--- src/rtl/speed_change_quiesce.sv ---
// Quiesces the DRAM command path around a speed change: block issue, drain, guard, grant,
// then hold the block until the speed controller's transition window closes.
module speed_change_quiesce #(
    parameter int OUTST_W        = 4,
    parameter int GUARD_CYCLES   = 8,
    parameter int TIMEOUT_CYCLES = 256
) (
    input  logic               clk,
    input  logic               rst,
    input  logic               req_valid,
    input  logic [2:0]         req_speed,
    output logic               req_ready,
    input  logic               speed_changing,
    input  logic               cmd_issue,
    input  logic               cmd_done,
    output logic               cmd_block,
    output logic [OUTST_W-1:0] outstanding,
    output logic [2:0]         grant_speed,
    output logic               busy,
    output logic               timeout_err,
    output logic               proto_err
);

    // Timer is shared by DRAIN, GUARD and XFER, so it must hold the larger terminal count.
    localparam int TMAX = (TIMEOUT_CYCLES > GUARD_CYCLES) ? TIMEOUT_CYCLES : GUARD_CYCLES;
    localparam int TW   = (TMAX > 1) ? $clog2(TMAX) : 1;
    localparam logic [TW-1:0]      T_LAST  = TW'(TIMEOUT_CYCLES - 1);
    localparam logic [TW-1:0]      G_LAST  = TW'(GUARD_CYCLES - 1);
    localparam logic [OUTST_W-1:0] CNT_MAX = '1;

    typedef enum logic [2:0] {
        IDLE,
        DRAIN,
        GUARD,
        GRANT,
        XFER,
        ERR
    } state_t;

    state_t             state;
    logic [TW-1:0]      timer;
    logic [OUTST_W-1:0] cnt;
    logic               seen;

    assign req_ready   = (state == GRANT);
    assign cmd_block   = (state != IDLE);
    assign busy        = cmd_block;
    assign outstanding = cnt;

    always_ff @(posedge clk) begin
        if (rst) begin
            state       <= IDLE;
            timer       <= '0;
            cnt         <= '0;
            seen        <= 1'b0;
            grant_speed <= '0;
            timeout_err <= 1'b0;
            proto_err   <= 1'b0;
        end else begin
            // Issues are always counted, even illegal ones, so the drain stays truthful.
            if (cmd_issue && state != IDLE)
                proto_err <= 1'b1;
            if (cmd_issue && !cmd_done) begin
                if (cnt == CNT_MAX) proto_err <= 1'b1;
                else                cnt       <= cnt + 1'b1;
            end else if (cmd_done && !cmd_issue) begin
                if (cnt == '0) proto_err <= 1'b1;
                else           cnt       <= cnt - 1'b1;
            end

            case (state)
                IDLE: begin
                    if (req_valid) begin
                        grant_speed <= req_speed;
                        timer       <= '0;
                        state       <= DRAIN;
                    end
                end
                DRAIN: begin
                    if (!req_valid) begin
                        state <= IDLE;
                    end else if (cnt == '0 && !cmd_issue) begin
                        timer <= '0;
                        state <= GUARD;
                    end else if (timer == T_LAST) begin
                        timeout_err <= 1'b1;
                        state       <= ERR;
                    end else begin
                        timer <= timer + 1'b1;
                    end
                end
                GUARD: begin
                    if (!req_valid)           state <= IDLE;
                    else if (timer == G_LAST) state <= GRANT;
                    else                      timer <= timer + 1'b1;
                end
                GRANT: begin
                    if (req_valid) begin
                        timer <= '0;
                        seen  <= 1'b0;
                        state <= XFER;
                    end else begin
                        state <= IDLE;
                    end
                end
                XFER: begin
                    if (speed_changing)
                        seen <= 1'b1;
                    if (seen && !speed_changing) begin
                        state <= IDLE;
                    end else if (timer == T_LAST) begin
                        // Fail open: a stuck transition must not wedge the command path forever.
                        timeout_err <= 1'b1;
                        state       <= IDLE;
                    end else begin
                        timer <= timer + 1'b1;
                    end
                end
                ERR: begin
                    if (!req_valid) state <= IDLE;
                end
                default: state <= IDLE;
            endcase
        end
    end

endmodule

--- config.mk ---
export PLATFORM = sky130hd
export DESIGN_NAME = speed_change_quiesce
export DESIGN_NICKNAME = d
export VERILOG_FILES = /design/src/rtl/speed_change_quiesce.sv
export SDC_FILE = /design/constraint.sdc
export NUM_CORES = 1
export LEC_CHECK = 0
export ABC_AREA = 1
export BUFFER_PORTS_ARGS = -buffer_cell sky130_fd_sc_hd__buf_4
export CAP_MARGIN = 20
export CORE_ASPECT_RATIO = 1.25
export CORE_UTILIZATION = 30
export DETAILED_ROUTE_END_ITERATION = 8
export PLACE_DENSITY = 0.49
export SYNTH_ARGS = -nofsm -noshare
export SYNTH_HDL_FRONTEND = slang
export SYNTH_SLANG_ARGS = --single-unit
--- constraint.sdc ---
create_clock -name clk -period 5.4 [get_ports clk]
set_clock_uncertainty 0.2 [all_clocks]
set_input_delay 1.08 -clock clk [delete_from_list [all_inputs] [get_ports clk]]
set_output_delay 1.08 -clock clk [all_outputs]
set_load 0.1 [all_outputs]
==> flow_summary.yaml, run 1 <==
routing:
  via_per_inst: 4.645
  wl_per_cell_um: 10.98
  dr.pass1.iters: 4
  ant_nets: 0
  vias: 1477
  drtIter0Drc: 66
  wl_um: 3492
  drc: 0
critical_path:
  critPathSlowestCell: "dfxtp_1"
  r2r_slack_ps: 3470
  crit_buf_inv: 2
  cp_slowest_stage_delay_ps: 470
  crit_chain: "inv_2 -> nand2_1 -> buf_4"
  r2r-start: "timer[0]"
  cp_max_fo: 7
  critPathTopFamily: "flip-flops"
  timing_worst_setup_path_type: "flip-flop to primary output"
  cp-end-kind: "primary output"
  cp.required_ps: 4120
  startpoint_type: "flip-flop"
  r2r_cells: 10
  r2r-end: "timer[1]"
  worstPathArrival_ps: 1330
clock_network:
  cts_tree: "done"
  cts_resized: 0
  cts_setup_buffers: 0
  clockRootBuffer: "clkbuf_8"
  cts_buffer_depth: 2
  insertion_delay_ps: 260
  cts_sinks: 21
  clk_pin_slew_ps: 80
  postCtsHoldBufs: 0
  h-tree-depth: 1
  cts_made_buffers: 3
finish:
  area_delta_synth_final_pct: 15.47
  nFillCells: 546
  final_common_cell: "nand2_1"
  final_nets: 274
  final_area_um2: 1709
  mostFrequentLayoutCells: "nand2_1, nor2_1, inv_1, dfxtp_1, buf_4"
  n_antenna_cell: 0
  drive_gt1_frac: 0.1705
synth:
  synthCells: 239
  synth_edf_count: 0
  yosysUniqueCellTypes: 26
  ys_warn_count: 0
  synth.area.top_cells: "dfxtp_1, nand2_1, nor2_1"
  ys_seq_elements: 21
  syn_nets: 254
  synth.largest_area_cell: "dfxtp_1"
  synth_top_area_frac: 0.2840
  async_flop_share: 0
  ys_seq_area_frac: 0.2840
  synth-main-ff-cell: "dfxtp_1"
  syn_area_per_cell_um2: 6.193
  syn_area_um2: 1480
power:
  p_per_area_nw_per_um2: 504.1
  p_leak_nw: 0.8162
  ir_drop_v: 0.0002445
global_routing:
  top_usage_layer: "met2"
  grt_use_met2: 0.2719
  use_met3: 0.02415
  grt_max_degree: 16
  grt_pass1_vias: 1353
  gr-usage-met1: 0.1838
  grtUsageTotal: 0.1516
  antenna_found_initial: 0
  grt-ovfl-total: 0
  grt_pass1_wl_um: 6168
sta:
  setup-tns-final_ps: 0
  rsz0062_at_grt: "false"
  period_needed_ps: 2605
  fmax_ghz: 0.3838
  tightestPinTransition_ps: 416.2
  finalHoldViolations: 0
  maxSlewViolCount: 0
  maxSlewHeadroom: 0.7218
  fin_crit_sh: 0.4825
  finalSetupViolations: 0
placed_design:
  routabilityCongestion: 0.7662
  place_hpwl_um: 2709
  placed_cell_area_um2: 1664
  port_buffers: 20
min_path:
  hold_path.class: "flip-flop to flip-flop"
  whs_endpoint: "grant_speed[0]"
  whs_path_depth: 2
  min_from: "grant_speed[0]"
die:
  floorplan.die.width_um: 64.83
  core_area_um2: 4730
  fp.dieH_um: 80.54
  die-area_um2: 5221
  io_pins: 21
  rows: 28
  initial_core_util: 0.3130
run_status:
  outcome: "finished clean"
job:
  cap_viol_max_count: 0
-- state kept, by name, summed over array words and instances, names as in the netlist --
signal / cells
outstanding: 4
timer: 8
grant_speed: 3
proto_err: 1
timeout_err: 1
seen: 1
state: 3
-- layout make-up --
class,instances,area [um2],area share
Multi-Input combinational cell,186,917.1,0.5366
Sequential cell,21,420.4,0.2460
Timing Repair Buffer,20,150.1,0.08785
Inverter,27,101.3,0.05930
Tap cell,60,75.07,0.04392
Clock buffer,4,45.04,0.02635
-- how the worst max path moves through the flow --
stage,slack [ps],to,from,cells after the start
after floorplan,2340,req_ready,state[2],3
after global placement,2700,outstanding[3],cmd_issue,11
after detailed placement,2670,outstanding[3],cmd_issue,11
after CTS,2770,cmd_block,state[2],3
after global routing,2720,req_ready,state[2],4
final,2790,cmd_block,state[2],3
-- cells in the mapped netlist, types with 5 or more instances --
cell type,number
inv_1,24
nor2_1,33
nor2_2,6
dfxtp_1,21
nand3_1,16
ha_1,5
o21ai_1,6
nand2_1,77
o21ai_0,10
a21oi_1,13
-- tightest hold or removal path, stage by stage, from the launching register on --
cell	delay (ps)
dfxtp_1	310
inv_1	50
a21oi_1	50
-- kinds of logic (layout without fill, tap and decap cells) --
family | after synthesis | after routing | synth area share
AOI/OAI and AO/OA | 36 | 36 | 0.1386
xor gates and xnor gates | 4 | 4 | 0.02367
adders and majority gates | 6 | 6 | 0.05579
DFF | 21 | 21 | 0.2840
and+or+nand+nor | 140 | 140 | 0.4015
buffers and inverters | 32 | 51 | 0.09637
-- layer usage --
layer,share of wire,wire [um],up-vias
met1,0.47,1657,670
met3,0.018,63,5
met4,0.013,46,0
met2,0.49,1725,13
met5,0,0,-
li1,-,-,789
-- through the flow --
stage	power, mW	util	instances	hold WS (ps)	setup slack (ps)
finish	0.8616	0.3614	318	246.1	2795
floorplan	0.6686	-	239	239.1	2336
global route	0.9338	0.3614	318	263.8	2718
global placement	0.7646	0.3519	314	239.1	2695
detailed placement	0.7629	0.3519	314	238.1	2674
CTS	0.8701	0.3614	318	250.5	2775
-- report_power, final --
| group | total, mW | switching, mW | internal (mW) | leakage, nW |
|---|---|---|---|---|
| combinational | 0.505 | 0.372 | 0.133 | 0.621 |
| clock | 0.106 | 0.0534 | 0.0526 | 0.0228 |
| sequential | 0.250 | 0.0542 | 0.196 | 0.173 |
| total | 0.862 | 0.480 | 0.382 | 0.816 |
Note: power is estimated with default switching activity, not from simulation.
==> inputs of run 2 (changes only) <==
clock period = 2.4 ns   (was 5.4 ns; I/O delays follow)
==> run 2 against run 1 <==
  * First-iteration DRC count is 18% lower
  * Count of clock-buffer cells in the layout stayed put
  * Critical path type unchanged
  * Total power is 130% higher
  * Die area stayed put
  * Routed wire length is 1.9% higher
==> flow_summary.yaml, run 2 (synthesis results as in run 1) <==
run_status:
  outcome: "finished clean"
finish:
  stdcell_count: 318
  nFillCells: 545
  mostFrequentLayoutCells: "nand2_1, nor2_1, inv_1, dfxtp_1, buf_4"
  postLayoutCoreUtil: 0.3619
  final_area_um2: 1712
  largest-register: "timer"
  drive_gt1_frac: 0.1744
  multi_input_area_um2: 919.6
  area_delta_synth_final_pct: 15.64
  area.sequential_um2: 420.4
  final_common_cell: "nand2_1"
  n_antenna_cell: 0
  largest_reg_flops: 8
  final_nets: 274
critical_path:
  timing_worst_setup_path_type: "flip-flop to primary output"
  r2r-start: "timer[0]"
  cp.required_ps: 1720
  r2r_slack_ps: 410
  worstPathArrival_ps: 1330
  cp_max_fo: 7
  r2r_cells: 10
  cp-end-kind: "primary output"
  r2r-end: "timer[1]"
  startpoint_type: "flip-flop"
sta:
  maxSlewViolCount: 0
  maxSlewHeadroom: 0.6759
  period_needed_ps: 2009
  setup-tns-final_ps: 0
  fin_crit_sh: 0.8370
  timing.final.ws_setup_ps: 391.2
  finalSetupViolations: 0
  rsz0062_at_grt: "false"
  finalHoldViolations: 0
  fmax_ghz: 0.4978
  tightestPinTransition_ps: 485.0
  hold_slack_ps: 249.6
clock_network:
  postCtsHoldBufs: 0
  cts_setup_buffers: 0
  h-tree-depth: 1
  cts_resized: 0
  clockRootBuffer: "clkbuf_8"
  cts_made_buffers: 3
  cts_sinks: 21
  insertion_delay_ps: 260
  clk_pin_slew_ps: 80
  cts_tree: "done"
  cts_buffer_depth: 2
placed_design:
  port_buffers: 20
  placed_cell_area_um2: 1667
  dp_cells: 314
  dp_slack_ps: 242.0
  routabilityCongestion: 0.8008
  place_hpwl_um: 2705
die:
  die-area_um2: 5221
  initial_core_util: 0.3130
  fp.dieH_um: 80.54
  floorplan.die.width_um: 64.83
  io_pins: 21
  rows: 28
  core_area_um2: 4730
global_routing:
  grt_max_degree: 16
  grt_pass1_vias: 1366
  grt-ovfl-total: 0
  grtUsageTotal: 0.1488
  antenna_found_initial: 0
  grt_pass1_wl_um: 6009
min_path:
  hold_path.class: "flip-flop to flip-flop"
  whs_path_depth: 2
  whs_endpoint: "grant_speed[1]"
  min_from: "grant_speed[1]"
power:
  ir_drop_v: 0.0004009
  p_per_area_nw_per_um2: 1135
  p_leak_nw: 0.8160
  power_mw: 1.942
routing:
  wl_um: 3560
  wl_per_cell_um: 11.19
  dr.pass1.iters: 4
  drtIter0Drc: 54
  ant_nets: 0
  vias: 1464
  via_per_inst: 4.604
  drc: 0
job:
  cap_viol_max_count: 0
-- run 2: cell count changes in the layout (fill, tap and decap cells not counted) --
cell / change
nor2_2: +1
nor2_1: -1
-- run 2: worst max path at each step --
stage / startpoint / endpoint / slack (ps) / cells after the start
final: state[2] / busy / 390 / 3
after global routing: timer[0] / timer[1] / 210 / 10
after CTS: state[2] / busy / 360 / 3
after detailed placement: cmd_issue / outstanding[3] / 240 / 11
after global placement: cmd_issue / outstanding[3] / 280 / 12
after floorplan: state[2] / cmd_block / 100 / 3
-- run 2: report_power, final --
group,switching (mW),internal [mW],total [mW]
registers,0.123,0.442,0.565
logic,0.836,0.298,1.13
clock network,0.126,0.119,0.244
-- run 2: routing by layer --
metal	vias to the layer above	global-route usage	wire [um]
met2	16	0.2750	1821
met5	-	0	0
met4	0	0.03778	35
met1	654	0.1756	1630
li1	789	-	-
met3	5	0.02131	73
-- run 2: final cells by class --
cell class,instances,area share
multi-input combinational,186,0.5373
inverter,27,0.05921
clock buffer,4,0.02632
sequential,21,0.2456
tap,60,0.04386
timing repair buffer,20,0.08772
-- run 2: critical path, cell delays in order (launching register included) --
cell and delay [ps]:
dfxtp_1 470, inv_2 90, nand2_1 170, buf_4 320
==> inputs of run 3 (changes only) <==
ABC_AREA = 0   (was 1)
PLACE_DENSITY = 0.51   (was 0.49)
clock period = 1.8 ns   (was 2.4 ns; I/O delays follow)
==> run 3 against run 2 <==
  * The flow now finishes with violations (setup timing)
  * Global-route usage rose by 2.8 points
  * Core utilization increased by 15 points
  * Area after synthesis fell by 0.59%
  * Sequential power rose by 14%
  * Largest power group unchanged
  * Highest routed layer unchanged
  * Via count up 13%
  * Clock power is 34% higher
  * Routed wire length grew 28%
  * Synthesized cell count decreased by 23%
  * Sequential cell count unchanged
  * Worst hold slack worse by 110 ps
==> flow_summary.yaml, run 3 <==
min_path:
  whs_endpoint: "grant_speed[1]"
  min_from: "req_speed[1]"
  hold_path.class: "primary input to flip-flop"
  whs_path_depth: 3
clock_network:
  cts_made_buffers: 3
  cts_tree: "done"
  clk_pin_slew_ps: 90
  clockRootBuffer: "clkbuf_8"
  h-tree-depth: 1
  insertion_delay_ps: 260
  cts_buffer_depth: 2
  cts_sinks: 21
finish:
  postLayoutCoreUtil: 0.5087
  area_delta_synth_final_pct: 63.52
  multi_input_area_um2: 1110
  drive_gt1_frac: 0.5078
  final_area_um2: 2406
  nFillCells: 458
  mostFrequentLayoutCells: "buf_4, nor2_1, nand2_1, buf_6, dfxtp_1"
  area.sequential_um2: 440.4
  largest_reg_flops: 8
  final_common_cell: "buf_4"
  largest-register: "timer"
  n_antenna_cell: 0
  stdcell_count: 318
  final_nets: 274
placed_design:
  port_buffers: 20
  place_hpwl_um: 3066
  dp_slack_ps: -328.5
  placed_cell_area_um2: 2018
  dp_cells: 300
  routabilityCongestion: 0.8256
routing:
  vias: 1653
  dr.pass1.iters: 5
  ant_nets: 0
  wl_um: 4543
  drtIter0Drc: 77
  wl_per_cell_um: 14.29
  via_per_inst: 5.198
  drc: 0
die:
  rows: 28
  fp.dieH_um: 80.30
  die-area_um2: 5191
  io_pins: 21
  core_area_um2: 4730
  initial_core_util: 0.3111
  floorplan.die.width_um: 64.64
synth:
  syn_area_um2: 1471
  async_flop_share: 0
  syn_area_per_cell_um2: 8.040
  synthMuxAreaShare: 0.04932
  synth_adder_area_share: 0.05612
  ys_seq_elements: 21
  syn_nets: 198
  ys_seq_area_frac: 0.2857
  synth_top_family_by_area: "simple AND/OR/NAND/NOR gates"
  ys_warn_count: 0
  synth-main-ff-cell: "dfxtp_1"
  synth_xor_area_frac: 0.02976
  synth.area.top_cells: "dfxtp_1, nor2_1, a21oi_1"
  netlist_top_cells_count: "nor2_1, dfxtp_1, nand2_1"
  synth_most_common_cell: "nor2_1"
  synth-compound-area-share: 0.2474
  synth-simple-area-share: 0.2551
  synth_edf_count: 0
  synth.largest_area_cell: "dfxtp_1"
  synthCells: 183
  synth_top_area_frac: 0.2857
  yosysUniqueCellTypes: 52
power:
  comb_power_share: 0.723
  p_clk_frac: 0.093
  power_mw: 3.512
  p_per_area_nw_per_um2: 1460
  ir_drop_v: 0.001212
  power.switching_mw: 1.702
  pwr-share-seq: 0.184
  p_leak_nw: 0.9732
  switching_share: 0.4846
  internal-power_mw: 1.810
run_status:
  violations: "setup timing"
  outcome: "finished, violations left"
global_routing:
  grtUsageTotal: 0.1768
  antenna_found_initial: 0
  grt_max_degree: 24
  grt_pass1_wl_um: 7176
  grt_pass1_vias: 1526
  grt-ovfl-total: 0
critical_path:
  cp.required_ps: 1800
  startpoint_type: "flip-flop"
  cp-end-kind: "flip-flop"
  r2r-end: "state[2]"
  worstPathArrival_ps: 2120
  r2r_cells: 5
  r2r_slack_ps: -320
  timing_worst_setup_path_type: "flip-flop to flip-flop"
  cp_max_fo: 2
  r2r-start: "timer[3]"
sta:
  tightestPinTransition_ps: 303.7
  rsz0062_at_grt: "true"
  fin_crit_sh: 1.177
  timing.final.ws_setup_ps: -319.5
  finalHoldViolations: 0
  period_needed_ps: 2119
  finalSetupViolations: 22
  maxSlewViolCount: 0
  fmax_ghz: 0.4718
  setup-tns-final_ps: -3193
  maxSlewHeadroom: 0.7969
  hold_slack_ps: 143.7
job:
  cap_viol_max_count: 0
[run 3: changes by cell type after synthesis, sizes merged, moves of 4 or more]
cell    before  now
mux2i        0    5
buf          3    8
nand2       81   16
nor3         0    5
nand2b       0    4
nor2        39   23
inv         27    6
nor2b        0    4
nand3       18    5
o21ai       19    9
a211oi       0    7
[run 3: what timing repair did]
item | CTS | global route
setup endpoints to repair | 20 | 22
hold endpoints to repair | 0 | 0
resized for setup | 40 | 18
pin swaps | 12 | 9
buffers inserted | 9 | 4
hold buffers | 0 | 0
gates cloned | 0 | 1
[run 3: area by class of cell]
type	count	share of cell area
Clock buffer	4	0.01872
Inverter	6	0.009360
Timing Repair Buffer	83	0.2964
Multi-Input combinational cell	144	0.4613
Tap cell	60	0.03120
Sequential cell	21	0.1830
[run 3: worst max path at each step]
stage                                end  slack (ps)  depth (start not counted)            from
after global placement    outstanding[3]        -310                         10        cmd_done
after detailed placement  outstanding[3]        -330                         10        cmd_done
after CTS                       state[2]        -300                          5        timer[3]
after global routing            timer[7]        -360                          8        timer[3]
final                           state[2]        -320                          5        timer[3]
after floorplan                 state[2]        -330                          6  outstanding[3]
[run 3: metal layers]
metal / global-route usage / share of wire
met5: 0 / 0
met4: 0.03333 / 0.0097
met3: 0.01989 / 0.032
met2: 0.3453 / 0.55
met1: 0.2027 / 0.41
[run 3: power groups by stage]
stage	logic [mW]	clock network, mW	registers, mW
floorplan	0.995	0	1.13
global placement	2.07	0	0.640
detailed placement	2.07	0	0.641
CTS	2.35	0.337	0.644
global route	2.70	0.355	0.661
finish	2.54	0.327	0.646
[run 3: kinds of logic (layout without fill, tap and decap cells)]
kind of cell | count (synthesis) | in the layout
compound gates | 51 | 52
xor+xnor | 5 | 5
fa+ha+maj | 6 | 6
buf+inv | 19 | 93
flops | 21 | 21
mux | 7 | 7
simple gates | 74 | 74
[run 3: worst max-delay path, stage by stage (launching register included)]
cell      delay [ps]
dfxtp_2          330
or4_4            560
o311ai_4         290
o221ai_2         170
or3_1            370
a21oi_1          140
